**src/rtl/ky32_reg_arbiter_pkg.sv**
```systemverilog
// Shared definitions for the KY32 result-register arbiter: FSM state encoding
// and default geometry used by the arbiter top level and its picker.
package ky32_reg_arbiter_pkg;

  localparam int unsigned ARB_NREQ_DEFAULT  = 4;
  localparam int unsigned ARB_WIDTH_DEFAULT = 32;

  typedef enum logic {
    ARB_IDLE   = 1'b0,
    ARB_LOCKED = 1'b1
  } arb_state_e;

endpackage

```
**src/rtl/ky32_rr_pick.sv**
```systemverilog
// Combinational round-robin picker: first set request strictly after last_i,
// wrapping to 0, found by a double-width masked priority encode.
module ky32_rr_pick
  import ky32_reg_arbiter_pkg::*;
#(
  parameter int unsigned NREQ = ARB_NREQ_DEFAULT,
  parameter int unsigned IDXW = 2
) (
  input  logic [NREQ-1:0] req_i,
  input  logic [IDXW-1:0] last_i,
  output logic [NREQ-1:0] pick_o,
  output logic [IDXW-1:0] idx_o,
  output logic            any_o
);

  logic [2*NREQ-1:0] dbl;
  logic              found;

  // Lower half holds only requesters above last_i; upper half is the unmasked wrap.
  always_comb begin
    dbl    = {req_i, req_i};
    found  = 1'b0;
    idx_o  = '0;
    pick_o = '0;
    for (int i = 0; i < int'(NREQ); i++) begin
      dbl[i] = req_i[i] & (IDXW'(i) > last_i);
    end
    for (int i = 0; i < 2 * int'(NREQ); i++) begin
      idx_o = (!found && dbl[i]) ? IDXW'(i % int'(NREQ)) : idx_o;
      found = found | dbl[i];
    end
    any_o = found;
    for (int i = 0; i < int'(NREQ); i++) begin
      pick_o[i] = found & (idx_o == IDXW'(i));
    end
  end

endmodule

```
**src/rtl/ky32_reg_arbiter.sv**
```systemverilog
// Round-robin arbiter sharing one holding register among NREQ producers, with
// a per-requester lock that lets the current owner write an uninterrupted burst.
module ky32_reg_arbiter
  import ky32_reg_arbiter_pkg::*;
#(
  parameter int unsigned NREQ  = ARB_NREQ_DEFAULT,
  parameter int unsigned WIDTH = ARB_WIDTH_DEFAULT,
  parameter int unsigned IDXW  = 2
) (
  input  logic                  clk,
  input  logic                  rst,
  input  logic [NREQ-1:0]       req,
  input  logic [NREQ-1:0]       lock,
  input  logic [NREQ*WIDTH-1:0] wdata,
  output logic [NREQ-1:0]       gnt,
  output logic [WIDTH-1:0]      q,
  output logic                  q_valid,
  output logic [IDXW-1:0]       q_src,
  output logic                  locked
);

  arb_state_e      state_q, state_d;
  logic [IDXW-1:0] last_q, last_d;
  logic [IDXW-1:0] owner_q, owner_d;
  logic [IDXW-1:0] src_q, src_d;
  logic [NREQ-1:0] gnt_q, gnt_d;
  logic            valid_q, valid_d;
  logic [WIDTH-1:0] data_q;

  logic [IDXW-1:0]  scan_from;
  logic [NREQ-1:0]  pick_oh;
  logic [IDXW-1:0]  pick_idx;
  logic             pick_any;
  logic             wr_en;
  logic [IDXW-1:0]  wr_idx;
  logic [WIDTH-1:0] wr_data;

  // An abandoned lock restarts the scan just after the former owner.
  assign scan_from = (state_q == ARB_LOCKED) ? owner_q : last_q;

  ky32_rr_pick #(
    .NREQ (NREQ),
    .IDXW (IDXW)
  ) u_pick (
    .req_i  (req),
    .last_i (scan_from),
    .pick_o (pick_oh),
    .idx_o  (pick_idx),
    .any_o  (pick_any)
  );

  // Select the writer for this edge and derive every next-state value from it.
  always_comb begin
    state_d = state_q;
    last_d  = last_q;
    owner_d = owner_q;
    src_d   = src_q;
    gnt_d   = '0;
    valid_d = 1'b0;
    wr_en   = 1'b0;
    wr_idx  = pick_idx;
    case (state_q)
      ARB_IDLE: begin
        wr_en  = pick_any;
        wr_idx = pick_idx;
      end
      ARB_LOCKED: begin
        if (req[owner_q]) begin
          wr_en  = 1'b1;
          wr_idx = owner_q;
        end else begin
          wr_en  = pick_any;
          wr_idx = pick_idx;
        end
      end
      default: begin
        wr_en  = 1'b0;
        wr_idx = pick_idx;
      end
    endcase

    if (wr_en) begin
      last_d         = wr_idx;
      owner_d        = wr_idx;
      src_d          = wr_idx;
      valid_d        = 1'b1;
      gnt_d[wr_idx]  = 1'b1;
      state_d        = lock[wr_idx] ? ARB_LOCKED : ARB_IDLE;
    end else begin
      state_d = ARB_IDLE;
    end
  end

  assign wr_data = wdata[wr_idx*WIDTH +: WIDTH];

  // Control and status registers; reset drops any lock in progress.
  always_ff @(posedge clk or negedge rst) begin
    if (!rst) begin
      state_q <= ARB_IDLE;
      last_q  <= IDXW'(NREQ - 1);
      owner_q <= '0;
      src_q   <= '0;
      gnt_q   <= '0;
      valid_q <= 1'b0;
    end else begin
      state_q <= state_d;
      last_q  <= last_d;
      owner_q <= owner_d;
      src_q   <= src_d;
      gnt_q   <= gnt_d;
      valid_q <= valid_d;
    end
  end

  // Shared holding register, loaded only on a granted write.
  always_ff @(posedge clk or negedge rst) begin
    if (!rst) begin
      data_q <= '0;
    end else if (wr_en) begin
      data_q <= wr_data;
    end else begin
      data_q <= data_q;
    end
  end

  assign gnt     = gnt_q;
  assign q       = data_q;
  assign q_valid = valid_q;
  assign q_src   = src_q;
  assign locked  = (state_q == ARB_LOCKED);

endmodule

```
**config.mk**
```make
export PLATFORM = sky130hd
export DESIGN_NAME = ky32_reg_arbiter
export DESIGN_NICKNAME = d
export VERILOG_FILES = /design/src/rtl/ky32_reg_arbiter_pkg.sv /design/src/rtl/ky32_rr_pick.sv /design/src/rtl/ky32_reg_arbiter.sv
export SDC_FILE = /design/constraint.sdc
export NUM_CORES = 1
export LEC_CHECK = 0
export ABC_AREA = 1
export BUFFER_PORTS_ARGS = -buffer_cell sky130_fd_sc_hd__buf_2
export CAP_MARGIN = 20
export CELL_PAD_IN_SITES_DETAIL_PLACEMENT = 1
export CELL_PAD_IN_SITES_GLOBAL_PLACEMENT = 1
export CORE_ASPECT_RATIO = 2
export CORE_MARGIN = 1
export CORE_UTILIZATION = 33
export CTS_BUF_LIST = sky130_fd_sc_hd__clkbuf_16
export DETAILED_ROUTE_END_ITERATION = 6
export PLACE_DENSITY_LB_ADDON = 0.12
export SETUP_SLACK_MARGIN = 0.15
export SLEW_MARGIN = 15
export SYNTH_ARGS = -nofsm -noshare
export SYNTH_HDL_FRONTEND = slang
export SYNTH_SLANG_ARGS = --single-unit
```
**constraint.sdc**
```tcl
create_clock -name clk -period 2.95 [get_ports clk]
set_input_delay 0.7375 -clock clk [delete_from_list [all_inputs] [get_ports clk]]
set_output_delay 0.7375 -clock clk [all_outputs]
set_load 0.005 [all_outputs]
```
# Word level (Yosys, flattened, before mapping)
# Cells that the tools add are included.
classes:
  reduce_logical: 15
  bitwise: 12
  order_cmp: 7
  shift: 1
  n_mux: 22
op_table:
  columns: ["op", "n"]
  rows:
  - ["indexed part select 128 x 8 -> 32 bit", 1]
  - ["2-to-1 mux 2 bit", 8]
  - ["logical AND 1 bit", 8]
  - ["2-to-1 mux 1 bit", 8]
  - ["zero test 1 bit", 7]
  - ["bitwise OR 1 bit", 7]
  - ["< comparator 2 x 3 -> 1 bit, second input constant", 2]
  - ["AND 1 bit", 4]
  - ["binary-select mux 1 bit (select 2 bit)", 2]
  - ["> comparator 1 x 2 -> 1 bit, first input constant", 2]
  - ["> comparator 2 bit, first input constant", 2]
  - ["2-to-1 mux 4 bit", 1]
  - ["one-hot mux 2 bit (2 select lines)", 1]
  - ["demux 1 bit (select 2 bit)", 1]
  - ["greater-or-equal comparator 2 x 1 -> 1 bit, second input constant", 1]
  - ["one-hot mux 1 bit (2 select lines)", 1]
  - ["inverter 1 bit", 1]
word_totals:
  register_bits: 42
  inputBits: 138
  out_inout_bits: 40
  wordCells: 63

# Logic depth before layout (Yosys ltp)
logic_depth:
  depth_word: 19
  ltp_mapped: 18
  mapped_depth_nobuf: 16

# Hierarchy
# From an unflattened synthesis, not the netlist that was laid out.
unflattened:
  hier_cells: 585
  area_unflattened_um2: 3579.7
modules_own_cells:
  columns: ["mod", "area_each_um2", "n_inst", "seq_area_each_um2", "cells_each"]
  rows:
  - ["ky32_reg_arbiter", 3413.3, 1, 1053.5, 550]
  - ["ky32_rr_pick", 166.4, 1, 0.0, 35]

# Worst setup path before layout
# OpenSTA, ideal clock, no wires.
synth_path:
  kind: "input-to-reg"
  start: "in req[0]"
  end: "reg data_q[10], in the netlist q[10]"
  cell_stages: 14
  setup_time_ns: 0.117
  arrival_time_ns: 1.983
  slack_ns: 0.850
  path_cell_list: "inv_1 o21ai_1 nand3_2 nand2_2 inv_2 or2_1 nand2_1 buf_4 buf_6 nand2_1 nand3_1 nand2_1 nand2_1 nand2_1"
synth_via:
  elab_chain_cells: 13
synth_rtl:
  columns: ["element", "line", "source"]
  rows:
  - ["from (decl)", "ky32_reg_arbiter.sv:12", "input logic [NREQ-1:0] req,"]
  - ["AND 1 bit", "ky32_rr_pick.sv:26", "dbl[i] = req_i[i] & (IDXW'(i) > last_i);"]
  - ["zero test 1 bit or bitwise OR 1 bit (tied branches)", "ky32_rr_pick.sv:29, ky32_rr_pick.sv:30", null]
  - ["logical AND 1 bit, or another cell as far along", "ky32_rr_pick.sv:29", "idx_o = (!found && dbl[i]) ? IDXW'(i % int'(NREQ)) : idx_o;"]
  - ["2-to-1 mux 1 bit, or another cell as far along", "ky32_rr_pick.sv:29", null]
  - ["2-to-1 mux 2 bit, or another cell as far along (4 in series)", "ky32_rr_pick.sv:29", null]
  - ["2-to-1 mux 2 bit or logical AND 1 bit (tied branches)", "ky32_rr_pick.sv:29", null]
  - ["2-to-1 mux 2 bit", "ky32_rr_pick.sv:29", null]
  - ["2-to-1 mux 2 bit", "ky32_reg_arbiter.sv:68", "if (req[owner_q]) begin"]
  - ["one-hot mux 2 bit (2 select lines)", "ky32_reg_arbiter.sv:62", "case (state_q)"]
  - ["indexed part select 128 x 8 -> 32 bit", "ky32_reg_arbiter.sv:94", "assign wr_data = wdata[wr_idx*WIDTH +: WIDTH];"]
  - ["to (signal assigned)", "ky32_reg_arbiter.sv:120", "data_q <= wr_data;"]
  - ["to (signal assigned)", "ky32_reg_arbiter.sv:122", "data_q <= data_q;"]
  - ["to (decl)", "ky32_reg_arbiter.sv:28", "logic [WIDTH-1:0] data_q;"]
# Several ways; a longest one is shown, not always the timed one. The select of a mux whose other input is x is not followed.
# A chain may end at the register's enable or synchronous reset.

# Worst setup path in the final report
layout_path:
  start: "in req[3]"
  end: "reg data_q[23], in the netlist q[23]"
layout_via:
  elab_chain_cells: 11
layout_rtl:
  columns: ["element", "line", "source"]
  rows:
  - ["AND 1 bit", "ky32_rr_pick.sv:26", null]
  - ["bitwise OR 1 bit", "ky32_rr_pick.sv:30", "found = found | dbl[i];"]
  - ["zero test 1 bit or bitwise OR 1 bit (tied branches)", "ky32_rr_pick.sv:29, ky32_rr_pick.sv:30", null]
  - ["logical AND 1 bit, or another cell as far along", "ky32_rr_pick.sv:29", null]
  - ["2-to-1 mux 2 bit, or another cell as far along (2 in series)", "ky32_rr_pick.sv:29", null]
  - ["2-to-1 mux 2 bit or logical AND 1 bit (tied branches)", "ky32_rr_pick.sv:29", null]
  - ["2-to-1 mux 2 bit", "ky32_rr_pick.sv:29", null]
  - ["2-to-1 mux 2 bit", "ky32_reg_arbiter.sv:68", null]
  - ["one-hot mux 2 bit (2 select lines)", "ky32_reg_arbiter.sv:62", null]
  - ["indexed part select 128 x 8 -> 32 bit", "ky32_reg_arbiter.sv:94", null]
# Several ways; a longest one is shown, not always the timed one. The select of a mux whose other input is x is not followed.

==> results.cfg <==
[critical_path]
critPathMaxFanout = 38
crit_type = input port to flop
critPathArrivalTime_ns = 2.42
slowest_stage = or2_2
crit_path_frequent_cell = nand2_1
worstSetupStartpointType = input port
path_cells = buf_2 -> inv_1 -> a21oi_1 -> o21ai_0 -> nand2_2 -> inv_2 -> or2_2 -> nand2_1 -> buf_12 -> nand2_1 -> nand3_1 -> nand2_1 -> nand2_1 -> nand2_1
crit_path_end_kind = flop
worstPathRequired_ns = 3.13
crit_path_max_incr_delay_ns = 0.32

[timing]
fmax_mhz = 445.7
min_period_over_period_pct = 76.05
period_needed_ns = 2.244
rsz0062_at_grt = false
setup-tns-final_ns = 0
worstMarginPinSlew_ns = 0.6102
maxSlewHeadroom_pct = 59.32
setup_violations = 0
drv_slew = 0
hold_violations = 0
finClkSkew_ns = 0.003548

[routing]
wl_per_cell_um = 15.02
viasPerCell = 4.792
drt_wl_total_mm = 13.62
drt_iter0_markers = 139
num_vias = 4346
remaining_drc_errors = 0
ant_nets = 0
dr.pass1.iters = 4

[die]
dieArea_um2 = 11270
start_util_pct = 33.89
die_y_um = 149.2
pin_count = 178
rows = 53
design.core.area_um2 = 10540
die_x_um = 75.58

[clock_tree]
cts_setup_buffers = 0
ctsResizeCount = 0
numCtsBuffers = 5
clk_path_buf_depth = 2
clk_latency_ns = 0.29
cts_tree = yes
cts_hold_buf = 0
root_buffer = clkbuf_16
clock_sinks = 42
htreeDepth = 2
clk_pin_slew_ns = 0.06

[layout]
fin_util_pct = 44.43
nets = 905
final_design_area_no_fill_um2 = 4684
area_delta_synth_final_pct = 31.09
final_layout_size_suffix_gt1_share_pct = 28.13

[min_path]
hold_path_class = input port to async pin

[power_and_ir_drop]
pwr-share-seq_pct = 19.9
switchingPower_mw = 2.914
irDropWorstVdd_mv = 0.7235
power_mw = 5.617
leakage_nw = 3.087
share_comb_of_total_power_pct = 68.9
clockPowerShare_pct = 11.2
powerDensity_nw_per_um2 = 1199
swShare_pct = 51.89
power.internal_mw = 2.702

[global_routing]
grt_pass1_vias = 4795
overflow = 0
antenna_found_initial = 2
grt_max_degree = 65
grt_first_pass_wirelength_mm = 22.07
grt_use_total_pct = 26.02

[synthesis]
netlist_area_um2 = 3573
synth_compound_area_share_pct = 1.821
synth.yosys.warnings = 0
synth_cell_types = 24
synthMuxAreaShare_pct = 0
ys_ff_latch = 42
synth_top_family_by_area = simple AND/OR/NAND/NOR gates
synth-xor-area-share_pct = 0
netlist_instances = 605
synth-simple-area-share_pct = 45.97
synthesis.nets = 743
synth.avg_cell_area_um2 = 5.906
synthAdderAreaFrac_pct = 0
synth_seq_area_share_pct = 29.48

[run_status]
outcome = finished clean

[place]
place_congestion = 0.8357
portBuffers = 177
dp_hpwl_mm = 10.09
placed_area_um2 = 4514

[run]
drv_cap = 0
[synthesized netlist by cell type]
cell type	instances	share of area [%]
a21oi_1	2	0.28
a21oi_2	1	0.25
buf_2	13	1.8
buf_4	9	1.9
buf_6	10	3.2
clkbuf_1	5	0.53
clkinv_1	1	0.10
dfrtp_1	40	28
dfstp_2	2	1.5
inv_1	141	15
inv_2	4	0.42
nand2_1	188	20
nand2_2	3	0.53
nand3_1	166	23
nand3_2	2	0.56
nand4_2	1	0.35
nor2_1	7	0.74
nor2_4	1	0.32
nor3_1	1	0.14
o21ai_0	2	0.28
o21ai_1	1	0.14
o21ai_4	1	0.46
o21bai_1	2	0.42
or2_1	2	0.35
[layer usage]
layer | track usage (%) | routed length, um | vias up
li1 | - | - | 2144
met1 | 25.02 | 5117 | 2058
met2 | 52.54 | 7588 | 122
met3 | 3.311 | 584 | 22
met4 | 9.074 | 329 | 0
met5 | 0 | 0 | -
[worst max-delay path: cells and delay by family]
family / cells / cell delay [ns]
compound gates: 2 / 0.25
buf+inv: 4 / 0.54
simple gates: 8 / 0.89
[cells by family (layout without fill, tap and decap cells)]
| family | count (synthesis) | after routing |
|---|---|---|
| buffers and inverters | 183 | 346 |
| AO/OA/AOI/OAI | 9 | 9 |
| flip-flops | 42 | 42 |
| other | 0 | 2 |
| AND/OR/NAND/NOR | 371 | 371 |
[metrics by stage]
stage          setup slack (ns)  instances  hold WS [ns]
2_1_floorplan            0.8502        605        0.4419
4_1_cts                  0.7154        905        0.4743
3_5_place_dp             0.4215        897        0.4635
3_3_place_gp             0.5111        897        0.4568
5_1_grt                  0.5259        907        0.4891
6_report                 0.7065        907        0.4562
[registers in the layout (all words and copies together), names as in the netlist]
| name | flops |
|---|---|
| gnt | 4 |
| last_q | 2 |
| q_src | 2 |
| locked | 1 |
| q | 32 |
| q_valid | 1 |
[placed cells by master (no fill, tap or decap)]
| master | n |
|---|---|
| nand3_2 | 2 |
| a21oi_2 | 1 |
| nor2_1 | 6 |
| clkinv_1 | 2 |
| dfstp_2 | 2 |
| or2_2 | 1 |
| nand4_2 | 1 |
| or2_1 | 1 |
| nor3_1 | 1 |
| o21ai_0 | 2 |
| nand2_2 | 4 |
| clkbuf_16 | 5 |
| nand3_1 | 166 |
| buf_12 | 2 |
| a21oi_1 | 2 |
| nor2_4 | 2 |
| o21ai_4 | 1 |
| buf_4 | 14 |
| o21bai_1 | 2 |
| bufinv_16 | 1 |
| nand2_1 | 187 |
| o21ai_1 | 1 |
| inv_1 | 142 |
| diode_2 | 2 |
| dfrtp_1 | 40 |
| buf_2 | 176 |
| inv_2 | 4 |
[final timing paths]
check | start | to | slack, ns | cells past startpoint
setup / recovery | req[3] | q[23] | 0.71 | 14
hold / removal | rst | gnt[3] | 0.46 | 1
setup reg to reg | q_src[0] | q[23] | 0.78 | 12
hold reg to reg | last_q[1] | last_q[1] | 0.47 | 2
max in group asynchronous | rst | q[22] | 2.08 | 1
min in group clk | last_q[1] | last_q[1] | 0.47 | 2
[layout make-up]
cell class | instances | area [um^2]
Fill cell | 1542 | 5859
Multi-Input combinational cell | 380 | 1718
Sequential cell | 42 | 1054
Timing Repair Buffer | 192 | 1026
Inverter | 146 | 548.0
Tap cell | 137 | 171.4
Clock buffer | 5 | 125.1
Clock inverter | 3 | 37.54
Antenna cell | 2 | 5.005
[power by group through the flow]
stage | combinational, mW | sequential [mW] | clock, mW
after floorplan | 2.86 | 1.10 | 0
after global placement | 3.80 | 1.12 | 0
after detailed placement | 3.94 | 1.13 | 0
after CTS | 3.96 | 1.13 | 0.649
after global routing | 4.46 | 1.16 | 0.663
final | 3.87 | 1.12 | 0.629
No activity file was read; power rests on OpenSTA's default activity.
